## src/rtl/phase_gen.sv

```systemverilog
// phase_gen: parametrised instruction-cycle timing generator.
//
// Splits each instruction cycle into NPHASE phases of one clk period each. It produces the
// classic timing strobes (clk1, clk2, clk4, fetch, alu_clk) from the phase index. It also
// supports stall, halt at a cycle boundary, start/single-step and a completed-cycle counter.
//
// Ports:
//   clk        in   system clock; all state advances on the falling edge
//   reset      in   asynchronous reset, active-high
//   start      in   level; leave IDLE (when AUTO_START=0) or HALTED
//   stall      in   level; freeze phase and outputs while running
//   halt_req   in   level; stop at the end of the current instruction cycle
//   clk1       out  ~clk (combinational)
//   clk2       out  phase[0]
//   clk4       out  ~phase[1]
//   fetch      out  phase[PW-1], high in the second half of the cycle
//   alu_clk    out  high while ALU_START <= phase < ALU_START+ALU_LEN
//   phase      out  current phase index
//   cyc_start  out  high while phase==0 in RUN
//   running    out  state is RUN
//   cycle_cnt  out  completed instruction cycles, wraps

module phase_gen #(
    parameter int unsigned NPHASE     = 8,
    parameter int unsigned PW         = 3,
    parameter int unsigned ALU_START  = 1,
    parameter int unsigned ALU_LEN    = 2,
    parameter int unsigned CNT_W      = 16,
    parameter bit          AUTO_START = 1'b1
) (
    input  logic             clk,
    input  logic             reset,
    input  logic             start,
    input  logic             stall,
    input  logic             halt_req,
    output logic             clk1,
    output logic             clk2,
    output logic             clk4,
    output logic             fetch,
    output logic             alu_clk,
    output logic [PW-1:0]    phase,
    output logic             cyc_start,
    output logic             running,
    output logic [CNT_W-1:0] cycle_cnt
);

    // Reject parameter sets the decode cannot represent.
    if (NPHASE < 4 || (NPHASE & (NPHASE - 1)) != 0 || PW != $clog2(NPHASE) ||
        ALU_START + ALU_LEN > NPHASE || CNT_W < 1) begin : g_bad_params
        $fatal(1, "phase_gen: illegal parameter combination");
    end

    typedef enum logic [1:0] {StIdle, StRun, StHalted} state_e;

    localparam logic [PW-1:0] LastPhase = PW'(NPHASE - 1);

    state_e             state_q, state_d;
    logic [PW-1:0]      phase_q, phase_d;
    logic [CNT_W-1:0]   cnt_q, cnt_d;
    logic               clk2_q, clk2_d;
    logic               clk4_q, clk4_d;
    logic               fetch_q, fetch_d;
    logic               alu_q, alu_d;
    logic               cyc_q, cyc_d;
    logic [31:0]        phase_d_ext;

    // Next-state logic.
    always_comb begin
        state_d = state_q;
        phase_d = phase_q;
        cnt_d   = cnt_q;
        case (state_q)
            StIdle: begin
                if (AUTO_START || start) begin
                    state_d = StRun;
                    phase_d = '0;
                end
            end
            StRun: begin
                // A stalled edge holds everything, halt_req included.
                if (!stall) begin
                    if (phase_q != LastPhase) begin
                        phase_d = phase_q + PW'(1);
                    end else begin
                        cnt_d   = cnt_q + CNT_W'(1);
                        phase_d = '0;
                        if (halt_req) begin
                            state_d = StHalted;
                        end
                    end
                end
            end
            StHalted: begin
                if (start) begin
                    state_d = StRun;
                    phase_d = '0;
                end
            end
            default: begin
                state_d = StIdle;
                phase_d = '0;
            end
        endcase
    end

    assign phase_d_ext = 32'(phase_d);

    // Strobes are decoded from the next phase and registered, so they switch glitch-free on
    // the same edge as phase. Outside RUN they sit at their reset values.
    always_comb begin
        clk2_d  = 1'b0;
        clk4_d  = 1'b1;
        fetch_d = 1'b0;
        alu_d   = 1'b0;
        cyc_d   = 1'b0;
        if (state_d == StRun) begin
            clk2_d  = phase_d[0];
            clk4_d  = ~phase_d[1];
            fetch_d = phase_d[PW-1];
            alu_d   = (phase_d_ext >= ALU_START) && (phase_d_ext < ALU_START + ALU_LEN);
            cyc_d   = (phase_d == '0);
        end
    end

    always_ff @(negedge clk or posedge reset) begin
        if (reset) begin
            state_q <= StIdle;
            phase_q <= '0;
            cnt_q   <= '0;
            clk2_q  <= 1'b0;
            clk4_q  <= 1'b1;
            fetch_q <= 1'b0;
            alu_q   <= 1'b0;
            cyc_q   <= 1'b0;
        end else begin
            state_q <= state_d;
            phase_q <= phase_d;
            cnt_q   <= cnt_d;
            clk2_q  <= clk2_d;
            clk4_q  <= clk4_d;
            fetch_q <= fetch_d;
            alu_q   <= alu_d;
            cyc_q   <= cyc_d;
        end
    end

    assign clk1      = ~clk;
    assign clk2      = clk2_q;
    assign clk4      = clk4_q;
    assign fetch     = fetch_q;
    assign alu_clk   = alu_q;
    assign phase     = phase_q;
    assign cyc_start = cyc_q;
    assign running   = (state_q == StRun);
    assign cycle_cnt = cnt_q;

endmodule

```

## config.mk

```make
export PLATFORM = sky130hd
export DESIGN_NAME = phase_gen
export DESIGN_NICKNAME = d
export VERILOG_FILES = /design/src/rtl/phase_gen.sv
export SDC_FILE = /design/constraint.sdc
export NUM_CORES = 1
export LEC_CHECK = 0
export BUFFER_PORTS_ARGS = -buffer_cell sky130_fd_sc_hd__clkbuf_2
export CAP_MARGIN = 20
export CORE_AREA = 3 3 67 54
export CTS_CLUSTER_DIAMETER = 150
export DETAILED_ROUTE_END_ITERATION = 10
export DIE_AREA = 0 0 70 57
export PLACE_DENSITY = 0.66
export SYNTH_ARGS = -nofsm -noshare
export SYNTH_HDL_FRONTEND = slang
export SYNTH_SLANG_ARGS = --single-unit
```

## constraint.sdc

```tcl
create_clock -name clk -period 2.6 [get_ports clk]
set_clock_uncertainty 0.2 [all_clocks]
set_input_delay 0.26 -clock clk [delete_from_list [all_inputs] [get_ports clk]]
set_output_delay 0.26 -clock clk [all_outputs]
set_load 0.02 [all_outputs]
```

==> results.yml, run 1 <==
critical_path:
  rr_startpoint: "phase[0]"
  cp-start-kind: "flip-flop"
  cp.required_ns: 2.14
  r2r-end: "cycle_cnt[12]"
  cp.arrival_ns: 2.35
  timing.reg2reg.setup_slack_ns: 0.24
  endpoint_kind: "primary output"
  cp_max_fo: 2
  rr_worst_depth: 8
  path_class: "flip-flop to primary output"
global_route:
  use_met2_pct: 28.9
  gr-total-overflow: 0
  grt_pass1_vias: 1118
  grt_use_met3_pct: 4.58
  grt_use_total_pct: 17.4
  antenna_found_initial: 0
  grt_max_degree: 15
  grt_util_met1_pct: 23.1
  busiest_layer: "met2"
  grt_pass1_wl_um: 5510
sta:
  setup_ws_ns: -0.209
  hold_viol_final: 0
  tightestPinTransition_ns: 0.318
  rsz0062_at_grt: "yes"
  max_slew_margin_pct: 78.8
  maxSlewViolCount: 0
  fin_setup_tns_ns: -0.988
  finalSetupViolations: 24
detailed_routing:
  drtPass1Iterations: 4
  drt_wl_total_um: 3350
  drtIter0Drc: 49
  viasPerCell: 4.91
  vias: 1124
  drc: 0
  ant_nets: 0
  post_drt_wl_per_cell_um: 14.6
cts:
  cts_made_buffers: 3
  cts-root-buf: "clkbuf_8"
  htreeDepth: 1
  clock_path_buffers: 2
  clk_latency_ns: 0.28
  clk_pin_slew_ns: 0.06
  cts_tree: "built"
  cts_hold_buf: 0
synth:
  yosys-top-cells-count: "25 x dfrtn_1, 13 x nand2_1, 11 x xnor2_1, 7 x ha_1, 6 x inv_1"
  syn-num-nets: 126
  ys_seq_elements: 26
  synthCells: 114
  ys_types: 39
  avgSynthCellArea_um2: 11.6
  syn-cell-area_um2: 1330
  yosys.area.top_type: "dfrtn_1"
  synth_top_area_share_pct: 47.1
  ys_warn_count: 0
  synth.most_common_cell: "dfrtn_1"
  ys.flop_type: "dfrtn_1"
  synth-seq-area-share_pct: 49.1
  ys_async_sr_fraction_pct: 100
  synth-edff-count: 0
  synth.area.top_cells: "dfrtn_1 47%, xnor2_1 7.3%, ha_1 6.6%"
cells_and_area:
  regArea_um2: 652
  synthToLayoutAreaGrowth_pct: 63.1
  fill_cells: 195
  multi_input_area_um2: 702
  drive_gt1_share_pct: 50.8
  fin_util_pct: 73.7
  nNetsFinal: 204
  diodes: 0
  final_cells: 229
floorplanning:
  rows: 17
  floorplan.initialDensity_pct: 45.2
  fp.dieH_um: 57
  die_w_um: 70
  die-area_um2: 3990
  coreArea_um2: 2940
  design.portCount: 31
power:
  p_comb_share_pct: 41.4
  peakVddDrop_v: 0.000446
  p_sw_uw: 455
  pwr-share-clk_pct: 21.2
  pwr-share-seq_pct: 37.4
  swShare_pct: 34.9
  p_per_area_nw_per_um2: 603
  internal_power_uw: 850
  power.static_leakage_nw: 1.17
worst_hold_path:
  worstHoldStart: "cycle_cnt[9]"
  holdPathEnd: "cycle_cnt[9]"
  hold_path_depth: 2
  min-delay-path-class: "flip-flop to flip-flop"
job:
  drv_cap: 0
outcome:
  violations: "negative setup slack"
  status: "finished, violations left"
place:
  numPortBuffers: 30
  place.detailed.hpwl_um: 2280
  dp_cells: 201
  gp_congestion: 0.864
## kinds of logic after synthesis
logic type / after synthesis / share of synthesized area (%)
flip-flops: 26 / 49.1
AND/OR/NAND/NOR: 44 / 22.6
multiplexers: 2 / 1.60
AO/OA/AOI/OAI: 11 / 6.50
buffers and inverters: 9 / 3.68
adder cells (fa/ha/maj): 7 / 6.60
XOR/XNOR: 15 / 9.90
## worst max path at each step
stage / start / end / slack, ns / depth (start not counted)
2_1_floorplan: stall / cycle_cnt[14] / -0.18 / 5
3_3_place_gp: stall / cycle_cnt[10] / -0.36 / 5
3_5_place_dp: stall / cycle_cnt[12] / -0.41 / 5
4_1_cts: state_q[1] / running / -0.23 / 3
5_1_grt: state_q[1] / running / -0.26 / 3
6_report: state_q[1] / running / -0.21 / 3
## layout make-up
type                            instances  area share [%]
Clock inverter                          3           0.520
Inverter                                6            1.04
Tap cell                               38            2.20
Timing Repair Buffer                   73            31.6
Sequential cell                        26            30.1
Clock buffer                            4            2.14
Multi-Input combinational cell         79            32.4
## repair_timing
| action | 4_1_cts | 5_1_grt |
|---|---|---|
| hold endpoints to repair | 0 | 0 |
| pin swaps | 0 | 3 |
| endpoints found under the setup margin | 31 | 30 |
| gates resized for setup | 51 | 14 |
| buffers inserted | 16 | 7 |
## worst max-delay path, cell delays in order, from the launching register on
cell	delay, ns
dfrtn_1	0.43
inv_2	0.06
ha_4	0.16
buf_8	0.12
## metrics by stage
stage / instance area, um2 / setup WS [ns] / hold WS [ns] / power (mW)
4_1_cts: 2080 / -0.233 / 0.333 / 1.29
6_report: 2160 / -0.209 / 0.355 / 1.31
3_3_place_gp: 1680 / -0.360 / 0.215 / 0.958
3_5_place_dp: 1680 / -0.406 / 0.222 / 0.974
5_1_grt: 2160 / -0.265 / 0.390 / 1.39
2_1_floorplan: 1350 / -0.178 / 0.142 / 0.810
## sequential cells by signal (all words and copies together) (netlist names)
signal,count
clk4,1
cycle_cnt,16
clk2,1
state_q,2
cyc_start,1
alu_clk,1
phase,3
fetch,1
## power by group through the flow
stage               sequential (mW)  combinational [mW]  clock (mW)
global placement              0.488               0.427      0.0435
finish                        0.488               0.540       0.277
detailed placement            0.489               0.442      0.0435
global route                  0.492               0.580       0.313
CTS                           0.486               0.515       0.290
floorplan                     0.541               0.238      0.0299
## metal layers
| metal | vias up | share of wire, % |
|---|---|---|
| li1 | 555 | - |
| met1 | 543 | 47 |
| met2 | 22 | 49 |
| met3 | 4 | 3.4 |
| met4 | 0 | 0.87 |
| met5 | - | 0 |
## placed cells by master, fill, tap and decap left out, types with 2 or more instances in the layout
cell       n
and2_1     2
and3_1     4
buf_4     46
buf_8      3
clkbuf_2   4
clkbuf_8  22
dfrtn_1   25
ha_1       6
inv_1      6
inv_2      2
nand2_1   13
nand4_1    5
nor2_1     2
nor2_4     2
nor3_2     2
nor3_4     2
o21ai_0    2
xnor2_1   11
xor2_1     4
No activity file was read; power rests on OpenSTA's default activity.
==> inputs of run 2 (changes only) <==
BUFFER_PORTS_ARGS = -buffer_cell sky130_fd_sc_hd__buf_2   (was -buffer_cell sky130_fd_sc_hd__clkbuf_2)
==> results.yml, run 2 (synthesis gave the netlist of run 1 again) <==
global_route:
  grt_pass1_vias: 1109
  grt_max_degree: 17
  gr-total-overflow: 0
  antenna_found_initial: 0
  grt_pass1_wl_um: 5190
  grt_use_total_pct: 16.2
cts:
  cts_hold_buf: 0
  cts_tree: "built"
  cts_made_buffers: 3
  clock_path_buffers: 2
  clk_pin_slew_ns: 0.06
  clk_latency_ns: 0.28
  htreeDepth: 1
  cts-root-buf: "clkbuf_8"
critical_path:
  cp.arrival_ns: 2.37
  cp-start-kind: "flip-flop"
  timing.reg2reg.setup_slack_ns: 0.35
  cp_max_fo: 2
  cp.required_ns: 2.14
  endpoint_kind: "primary output"
  r2r-end: "cycle_cnt[14]"
  rr_worst_depth: 7
  path_class: "flip-flop to primary output"
  rr_startpoint: "phase[0]"
power:
  peakVddDrop_v: 0.000361
  pwr-share-clk_pct: 22.6
  swShare_pct: 35.3
  p_comb_share_pct: 40.3
  pwr-share-seq_pct: 37.1
  power.static_leakage_nw: 1.16
  internal_power_uw: 848
  p_per_area_nw_per_um2: 617
  p_sw_uw: 462
floorplanning:
  design.portCount: 31
  die_w_um: 70
  floorplan.initialDensity_pct: 45.2
  coreArea_um2: 2940
  rows: 17
  die-area_um2: 3990
  fp.dieH_um: 57
worst_hold_path:
  holdPathEnd: "cycle_cnt[15]"
  worstHoldStart: "cycle_cnt[15]"
  min-delay-path-class: "flip-flop to flip-flop"
  hold_path_depth: 2
detailed_routing:
  drtPass1Iterations: 4
  vias: 1118
  drt_wl_total_um: 3140
  viasPerCell: 4.90
  ant_nets: 0
  drc: 0
  post_drt_wl_per_cell_um: 13.8
  drtIter0Drc: 59
cells_and_area:
  fin_util_pct: 72.3
  largest_reg_flops: 16
  synthToLayoutAreaGrowth_pct: 59.9
  final_cells: 228
  nNetsFinal: 203
  layout_common_cells: "45 x buf_4, 25 x dfrtn_1, 22 x buf_6"
  final_common_cell: "buf_4"
  drive_gt1_share_pct: 50.5
  diodes: 0
outcome:
  status: "finished, violations left"
  violations: "negative setup slack"
place:
  numPortBuffers: 30
  place.detailed.hpwl_um: 2130
  gp_congestion: 0.851
  dp_cells: 202
sta:
  finalSetupViolations: 16
  max_slew_margin_pct: 63.5
  setup_ws_ns: -0.226
  rsz0062_at_grt: "yes"
  tightestPinTransition_ns: 0.547
  whs_ns: 0.348
  hold_viol_final: 0
  maxSlewViolCount: 0
  fin_setup_tns_ns: -0.618
job:
  drv_cap: 0
run 2: what timing repair did:
item,4_1_cts,5_1_grt
pin swaps,0,4
buffers inserted,9,12
endpoints found under the setup margin,29,37
gates resized for setup,46,14
run 2: worst max-delay path by stage:
stage                     slack [ns]             to       start  depth (start not counted)
final                          -0.23        running  state_q[1]                          3
after global routing           -0.26        running  state_q[1]                          3
after CTS                      -0.22        running  state_q[1]                          3
after detailed placement       -0.40  cycle_cnt[10]       stall                          5
after global placement         -0.36  cycle_cnt[14]       stall                          5
after floorplan                -0.18  cycle_cnt[14]       stall                          5
run 2: through the flow:
step           total power [mW]  area [um2]  setup slack, ns
2_1_floorplan             0.810        1350           -0.178
3_3_place_gp              0.960        1700           -0.359
3_5_place_dp              0.965        1700           -0.396
4_1_cts                    1.28        1970           -0.223
5_1_grt                    1.40        2120           -0.255
6_report                   1.31        2120           -0.226
run 2: cell type report:
cell class | count | area, um2
Clock inverter | 3 | 16.3
Timing Repair Buffer | 72 | 636
Tap cell | 38 | 47.5
Multi-Input combinational cell | 79 | 703
Inverter | 6 | 22.5
Fill cell | 204 | 812
Clock buffer | 4 | 46.3
Sequential cell | 26 | 652
run 2: worst max-delay path: stages, from the launching register on:
cell and delay (ns):
dfrtn_1 0.44, inv_2 0.06, ha_4 0.16, buf_6 0.13
run 2: routing by layer:
layer,GRT usage [%],wire [um],vias to the layer above
met1,22.5,1520,535
li1,-,-,555
met3,4.75,138,5
met4,3.01,34,0
met5,0,0,-
met2,25.6,1440,23
run 2: power groups by stage:
stage | sequential (mW) | combinational (mW) | clock, mW
2_1_floorplan | 0.541 | 0.238 | 0.0299
5_1_grt | 0.492 | 0.575 | 0.334
3_3_place_gp | 0.486 | 0.430 | 0.0431
6_report | 0.486 | 0.528 | 0.296
3_5_place_dp | 0.485 | 0.437 | 0.0431
4_1_cts | 0.487 | 0.488 | 0.305
